===== config.mk =====
export PLATFORM = sky130hd
export DESIGN_NAME = bus_scheduler
export DESIGN_NICKNAME = d
export VERILOG_FILES = /design/src/rtl/bus_scheduler.sv
export SDC_FILE = /design/constraint.sdc
export NUM_CORES = 1
export LEC_CHECK = 0
export CAP_MARGIN = 25
export CORE_ASPECT_RATIO = 0.9
export CORE_MARGIN = 1.5
export CORE_UTILIZATION = 46
export CTS_BUF_LIST = sky130_fd_sc_hd__clkbuf_8
export CTS_CLUSTER_SIZE = 14
export DETAILED_ROUTE_END_ITERATION = 8
export GPL_TIMING_DRIVEN = 1
export PLACE_DENSITY = 0.79
export RECOVER_POWER = 25
export SLEW_MARGIN = 20
export SYNTH_ARGS = -nofsm -noshare
export SYNTH_HDL_FRONTEND = slang
export SYNTH_SLANG_ARGS = --single-unit
export TNS_END_PERCENT = 20

===== constraint.sdc =====
create_clock -name clock -period 1.6 [get_ports clock]
set_input_delay 0.24 -clock clock [delete_from_list [all_inputs] [get_ports clock]]
set_output_delay 0.24 -clock clock [all_outputs]
set_load 0.02 [all_outputs]

===== src/rtl/bus_scheduler.sv =====
// Round-robin scheduler sharing one UART byte link between N_REQ requesters.
// Define BUS_SCHED_CRC_EN to append a CRC-8 byte to the command and check one on the response.
module bus_scheduler #(
    parameter int unsigned N_REQ   = 4,
    parameter int unsigned TIMEOUT = 50000
) (
    input  logic               clock,
    input  logic               reset,
    input  logic [N_REQ-1:0]   req,
    input  logic [8*N_REQ-1:0] req_cmd,
    output logic [N_REQ-1:0]   ack,
    output logic [7:0]         rsp_data,
    output logic               con_error,
    output logic               crc_error,
    output logic               tx_start,
    output logic [7:0]         tx_data,
    input  logic               tx_busy,
    input  logic               rx_valid,
    input  logic [7:0]         rx_data
);

    localparam int unsigned IDX_W = $clog2(N_REQ);
    localparam int unsigned CNT_W = $clog2(TIMEOUT + 1);

    typedef enum logic [2:0] {
        IDLE,
        SEND_CMD,
        WAIT_CMD,
`ifdef BUS_SCHED_CRC_EN
        SEND_CRC,
        WAIT_CRC,
        RX_CRC,
`endif
        RX_DATA,
        DONE
    } state_e;

`ifdef BUS_SCHED_CRC_EN
    function automatic logic [7:0] crc8(input logic [7:0] d);
        logic [7:0] c;
        c = d;
        for (int unsigned i = 0; i < 8; i++) begin
            c = c[7] ? ({c[6:0], 1'b0} ^ 8'h07) : {c[6:0], 1'b0};
        end
        return c;
    endfunction
`endif

    state_e             state_q, state_d;
    logic [IDX_W-1:0]   idx_q, idx_d;
    logic [IDX_W-1:0]   last_q, last_d;
    logic [7:0]         cmd_q, cmd_d;
    logic               first_q, first_d;
    logic [CNT_W-1:0]   cnt_q, cnt_d;
    logic [7:0]         data_q, data_d;
    logic               tout_q, tout_d;
`ifdef BUS_SCHED_CRC_EN
    logic               crc_bad_q, crc_bad_d;
`endif

    logic [N_REQ-1:0]   ack_q, ack_d;
    logic [7:0]         rsp_data_q, rsp_data_d;
    logic               con_error_q, con_error_d;
    logic               crc_error_q, crc_error_d;
    logic               tx_start_q, tx_start_d;
    logic [7:0]         tx_data_q, tx_data_d;

    logic               gnt_found;
    logic [IDX_W-1:0]   gnt_idx;
    logic [IDX_W:0]     cand;

    assign ack       = ack_q;
    assign rsp_data  = rsp_data_q;
    assign con_error = con_error_q;
    assign crc_error = crc_error_q;
    assign tx_start  = tx_start_q;
    assign tx_data   = tx_data_q;

    // Search starts just after the last served requester and wraps modulo N_REQ.
    always_comb begin
        gnt_found = 1'b0;
        gnt_idx   = last_q;
        cand      = '0;
        for (int unsigned i = 1; i <= N_REQ; i++) begin
            cand = {1'b0, last_q} + (IDX_W+1)'(i);
            if (cand >= (IDX_W+1)'(N_REQ)) begin
                cand = cand - (IDX_W+1)'(N_REQ);
            end
            if (!gnt_found && req[cand[IDX_W-1:0]]) begin
                gnt_found = 1'b1;
                gnt_idx   = cand[IDX_W-1:0];
            end
        end
    end

    always_ff @(posedge clock) begin
        if (reset) begin
            state_q     <= IDLE;
            idx_q       <= '0;
            last_q      <= IDX_W'(N_REQ - 1);
            cmd_q       <= '0;
            first_q     <= 1'b0;
            cnt_q       <= '0;
            data_q      <= '0;
            tout_q      <= 1'b0;
`ifdef BUS_SCHED_CRC_EN
            crc_bad_q   <= 1'b0;
`endif
            ack_q       <= '0;
            rsp_data_q  <= '0;
            con_error_q <= 1'b0;
            crc_error_q <= 1'b0;
            tx_start_q  <= 1'b0;
            tx_data_q   <= '0;
        end else begin
            state_q     <= state_d;
            idx_q       <= idx_d;
            last_q      <= last_d;
            cmd_q       <= cmd_d;
            first_q     <= first_d;
            cnt_q       <= cnt_d;
            data_q      <= data_d;
            tout_q      <= tout_d;
`ifdef BUS_SCHED_CRC_EN
            crc_bad_q   <= crc_bad_d;
`endif
            ack_q       <= ack_d;
            rsp_data_q  <= rsp_data_d;
            con_error_q <= con_error_d;
            crc_error_q <= crc_error_d;
            tx_start_q  <= tx_start_d;
            tx_data_q   <= tx_data_d;
        end
    end

    // The timeout counter holds cycles elapsed since RX entry (0) or since the last rx_valid cycle (1 next cycle).
    always_comb begin
        state_d   = state_q;
        idx_d     = idx_q;
        last_d    = last_q;
        cmd_d     = cmd_q;
        first_d   = 1'b0;
        cnt_d     = cnt_q;
        data_d    = data_q;
        tout_d    = tout_q;
`ifdef BUS_SCHED_CRC_EN
        crc_bad_d = crc_bad_q;
`endif
        case (state_q)
            IDLE: begin
                if (gnt_found) begin
                    idx_d   = gnt_idx;
                    cmd_d   = req_cmd[{gnt_idx, 3'b000} +: 8];
                    state_d = SEND_CMD;
                end
            end
            SEND_CMD: begin
                if (!tx_busy) begin
                    state_d = WAIT_CMD;
                    first_d = 1'b1;
                end
            end
            WAIT_CMD: begin
                if (!first_q && !tx_busy) begin
`ifdef BUS_SCHED_CRC_EN
                    state_d = SEND_CRC;
`else
                    state_d = RX_DATA;
                    cnt_d   = '0;
                    tout_d  = 1'b0;
                    data_d  = '0;
`endif
                end
            end
`ifdef BUS_SCHED_CRC_EN
            SEND_CRC: begin
                if (!tx_busy) begin
                    state_d = WAIT_CRC;
                    first_d = 1'b1;
                end
            end
            WAIT_CRC: begin
                if (!first_q && !tx_busy) begin
                    state_d   = RX_DATA;
                    cnt_d     = '0;
                    tout_d    = 1'b0;
                    data_d    = '0;
                    crc_bad_d = 1'b0;
                end
            end
            RX_CRC: begin
                if (rx_valid) begin
                    crc_bad_d = (rx_data != crc8(data_q));
                    state_d   = DONE;
                end else if (cnt_q == CNT_W'(TIMEOUT)) begin
                    tout_d    = 1'b1;
                    data_d    = '0;
                    crc_bad_d = 1'b0;
                    state_d   = DONE;
                end else begin
                    cnt_d = cnt_q + CNT_W'(1);
                end
            end
`endif
            RX_DATA: begin
                if (rx_valid) begin
                    data_d = rx_data;
                    cnt_d  = CNT_W'(1);
`ifdef BUS_SCHED_CRC_EN
                    state_d = RX_CRC;
`else
                    state_d = DONE;
`endif
                end else if (cnt_q == CNT_W'(TIMEOUT)) begin
                    tout_d  = 1'b1;
                    data_d  = '0;
                    state_d = DONE;
                end else begin
                    cnt_d = cnt_q + CNT_W'(1);
                end
            end
            DONE: begin
                last_d  = idx_q;
                state_d = IDLE;
            end
            default: state_d = IDLE;
        endcase
    end

    always_comb begin
        ack_d       = '0;
        rsp_data_d  = rsp_data_q;
        con_error_d = con_error_q;
        crc_error_d = crc_error_q;
        tx_start_d  = 1'b0;
        tx_data_d   = tx_data_q;
        case (state_q)
            SEND_CMD: begin
                if (!tx_busy) begin
                    tx_start_d = 1'b1;
                    tx_data_d  = cmd_q;
                end
            end
`ifdef BUS_SCHED_CRC_EN
            SEND_CRC: begin
                if (!tx_busy) begin
                    tx_start_d = 1'b1;
                    tx_data_d  = crc8(cmd_q);
                end
            end
`endif
            DONE: begin
                ack_d       = N_REQ'(1) << idx_q;
                rsp_data_d  = data_q;
                con_error_d = tout_q;
`ifdef BUS_SCHED_CRC_EN
                crc_error_d = crc_bad_q;
`else
                crc_error_d = 1'b0;
`endif
            end
            default: ;
        endcase
    end

endmodule


==> impl_metrics.json, run 1 <==
{
  "cts_buffers": 9,
  "r2r_slack_ns": -0.14,
  "seqCellArea_um2": 1250,
  "total_leakage_power_nw": 1.607,
  "r2r-end": "cmd_q[3]$_SDFFE_PP0P_",
  "firstDrtPassIters": 7,
  "vias": 2912,
  "crit_start": "state_q[0]$_SDFFE_PP0P_",
  "ys_top_cells_by_area": "dfxtp_1 (44%), nor2_1 (5.9%), nand2_1 (3.9%)",
  "r2r-start": "state_q[0]$_SDFFE_PP0P_",
  "cap_violations": 0,
  "nets": 489,
  "dp_slack_ns": -0.4889,
  "grt_usage_pct": 25.12,
  "critical_path_class": "reg -> reg",
  "avgSynthCellArea_um2": 8.837,
  "critPathMaxFanout": 8,
  "status": "finished with violations",
  "antenna_found_initial": 0,
  "drive_above_1_share_pct": 23.65,
  "setup_viol": 9,
  "die_area_um2": 6607,
  "floorplan.initialDensity_pct": 48.68,
  "endpoint_kind": "flop",
  "drt_iter0_markers": 194,
  "core_area_um2": 5791,
  "root_buffer": "clkbuf_8",
  "drc_errors": 4,
  "syn_to_final_growth_pct": 52.42,
  "synth.largest_area_cell": "dfxtp_1",
  "slowest_delay_ns": 0.51,
  "violations": "design-rule violations, negative setup slack",
  "io_pins": 71,
  "grt_pass1_vias": 2762,
  "dp_hpwl_mm": 5.435,
  "crit_end": "cmd_q[3]$_SDFFE_PP0P_",
  "synth_warnings": 0,
  "rows": 26,
  "min_period_ns": 1.744,
  "setup_tns_ns": -0.9560,
  "cp_data_arrival_time_ns": 2.02,
  "slowest_stage": "or4_4",
  "skew_ns": 0.01080,
  "clock_latency_ns": 0.34,
  "start_kind": "flop",
  "required_ns": 1.88,
  "die-width_um": 85.52,
  "cts_buffer_depth": 2,
  "place.gp.congestion": 0.8725,
  "route.met3.wl_um": 534,
  "grt_first_pass_wirelength_mm": 13.15,
  "hold_viol": 0,
  "clk_pin_slew_ns": 0.08,
  "die_h_um": 77.27,
  "nFillCells": 401,
  "met2_wirelength_mm": 3.929,
  "drv_slew": 0,
  "n_antenna_cell": 0,
  "fin_ws_ns": -0.1435,
  "fmax_ghz": 0.5736,
  "wirelength_mm": 8.196,
  "io_buffer_count": 69,
  "r2r_cells": 5,
  "yosysUniqueCellTypes": 49,
  "highest-signal-layer": "met4",
  "holdPathStages": 2,
  "power.density_nw_per_um2": 923.1,
  "worstMarginPinSlew_ns": 0.5654,
  "wl_met1_mm": 3.603,
  "maxSlewHeadroom_pct": 62.31,
  "grt_overflow": 0,
  "cts.sinks": 62,
  "synth_fp_nets": 369,
  "vdd_drop_max_v": 0.0004410,
  "finalHoldWorstSlack_ns": 0.4581,
  "synth.cell_area_um2": 2819,
  "period_share_pct": 109.0,
  "rsz0062_at_grt": "yes",
  "ys_seq_area_share_pct": 44.03,
  "ys_ff_latch": 62,
  "grt_start_max_net_pins": 18,
  "path_cells": "or2_4 > or4_4 > o21ba_4 > a21boi_2 > nand3b_1",
  "hold_class": "reg -> reg",
  "cts_tree": "built",
  "drtAntennaViolNets": 0,
  "h-tree-depth": 3,
  "detail_route.vias_per_cell": 5.665,
  "synthCells": 319,
  "post_drt_wl_per_cell_um": 15.95,
  "multi_input_area_um2": 1614,
  "synth.top_cell.area_share_pct": 44.03
}
==> cells by family (layout without fill, tap and decap cells) <==
group	Yosys count	in the layout	share of synthesized area [%]
flip-flops	62	62	44.03
AO/OA/AOI/OAI	74	74	18.82
buffers and inverters	18	143	3.196
multiplexers	2	2	0.7102
XOR/XNOR	14	14	4.350
AND/OR/NAND/NOR	146	146	27.87
other	1	1	0.1330
adder cells (fa/ha/maj)	2	2	0.8876
==> metrics by stage <==
| stage | power [mW] | cells | cell area, um^2 | utilization, % |
|---|---|---|---|---|
| 6_report | 3.966 | 514 | 4297 | 74.20 |
| 4_1_cts | 3.948 | 511 | 4240 | 73.23 |
| 5_1_grt | 4.123 | 514 | 4297 | 74.20 |
| 3_5_place_dp | 2.505 | 495 | 3951 | 68.24 |
| 3_3_place_gp | 2.487 | 495 | 3951 | 68.24 |
| 2_1_floorplan | 2.135 | 319 | 2823 | - |
==> cell usage in the layout (no fill, tap or decap), types with 4 or more instances in the layout <==
cell type / instances
clkdlybuf4s50_1: 67
dfxtp_1: 55
buf_4: 47
nor2_1: 40
nand2_1: 29
a21oi_1: 16
nand4_1: 14
nand3_1: 14
nand3b_1: 13
xor2_1: 11
clkbuf_8: 10
a22oi_1: 9
a22o_1: 9
o31ai_1: 8
a32oi_1: 8
nand2b_1: 7
a21boi_2: 7
dfxtp_2: 7
inv_1: 5
nor3_1: 4
nor2_2: 4
clkbuf_1: 4
buf_12: 4
==> state kept, by name, summed over array words and instances, names as in the netlist <==
| name | count |
|---|---|
| state_q | 3 |
| ack | 4 |
| tx_start | 1 |
| cnt_q | 16 |
| last_q | 2 |
| con_error | 1 |
| tx_data | 8 |
| cmd_q | 8 |
| tout_q | 1 |
| rsp_data | 8 |
| data_q | 8 |
| idx_q | 2 |
==> layout make-up <==
cell class	instances	share of cell area [%]
Clock buffer	10	3.203
Clock inverter	6	1.631
Inverter	5	0.4368
Multi-Input combinational cell	239	37.57
Sequential cell	62	29.09
Tap cell	70	2.038
Timing Repair Buffer	122	26.03
==> what timing repair did <==
item,CTS,global route
setup buffers,0,3
pin swaps,0,10
hold buffers,0,0
endpoints found under the setup margin,32,45
resized for setup,20,19
endpoints found under the hold margin,0,0
gates cloned,0,0
==> metal layers <==
| layer | track usage [%] | up-vias |
|---|---|---|
| met5 | 0 | - |
| met4 | 7.419 | 0 |
| met3 | 5.274 | 14 |
| met2 | 41.65 | 126 |
| met1 | 32.78 | 1367 |
| li1 | - | 1405 |
==> power breakdown <==
part           switching [mW]  total (mW)  internal [mW]
logic                   0.406       0.848          0.442
registers              0.0649        1.69           1.63
clock network           0.654        1.42          0.769
==> synth_stat cells (all sizes together) <==
cell / count
and3b: 1
nand2b: 7
a22o: 9
a32oi: 8
dfxtp: 62
a211o: 1
nand3b: 13
ha: 2
mux2i: 2
o21ba: 2
o21ai: 5
nor4b: 2
clkbuf: 8
nor4: 1
a21oi: 17
and3: 1
or4: 1
a21o: 3
nor2: 44
nor3b: 2
inv: 5
nand2: 29
a31o: 1
and4: 2
xor2: 11
o211ai: 1
nor3: 10
or2: 2
o31ai: 8
conb: 1
a21boi: 8
xnor2: 3
a211oi: 1
nor4bb: 2
nand3: 14
a22oi: 9
a2bb2oi: 1
nand4: 14
buf: 5
or3: 1
==> critical path: cells and delay by family, from the launching register on <==
kind / cells / cell delay [ns]
and+or+nand+nor: 3 / 0.88
AOI/OAI and AO/OA: 2 / 0.49
DFF: 1 / 0.32
==> how the worst min path moves through the flow <==
stage | end | startpoint
after global placement | tx_data[4]$_SDFFE_PP0P_ | cmd_q[4]$_SDFFE_PP0P_
final | tx_data[3]$_SDFFE_PP0P_ | tx_data[3]$_SDFFE_PP0P_
after detailed placement | tx_data[3]$_SDFFE_PP0P_ | tx_data[3]$_SDFFE_PP0P_
after global routing | tx_data[3]$_SDFFE_PP0P_ | cmd_q[3]$_SDFFE_PP0P_
after CTS | tx_data[3]$_SDFFE_PP0P_ | tx_data[3]$_SDFFE_PP0P_
after floorplan | cmd_q[0]$_SDFFE_PP0P_ | req_cmd[24]
No activity file was read; power rests on OpenSTA's default activity.
==> run 2, diff against run 1 <==
SLEW_MARGIN = not set   (was 20)
==> results of run 2 <==
No change in the layout: final DEF, timing and power equal those of run 1.
==> run 3, diff against run 2 <==
CTS_CLUSTER_DIAMETER = 50   (was not set)
==> results of run 3 <==
No change in the layout: final DEF, timing and power equal those of run 1.
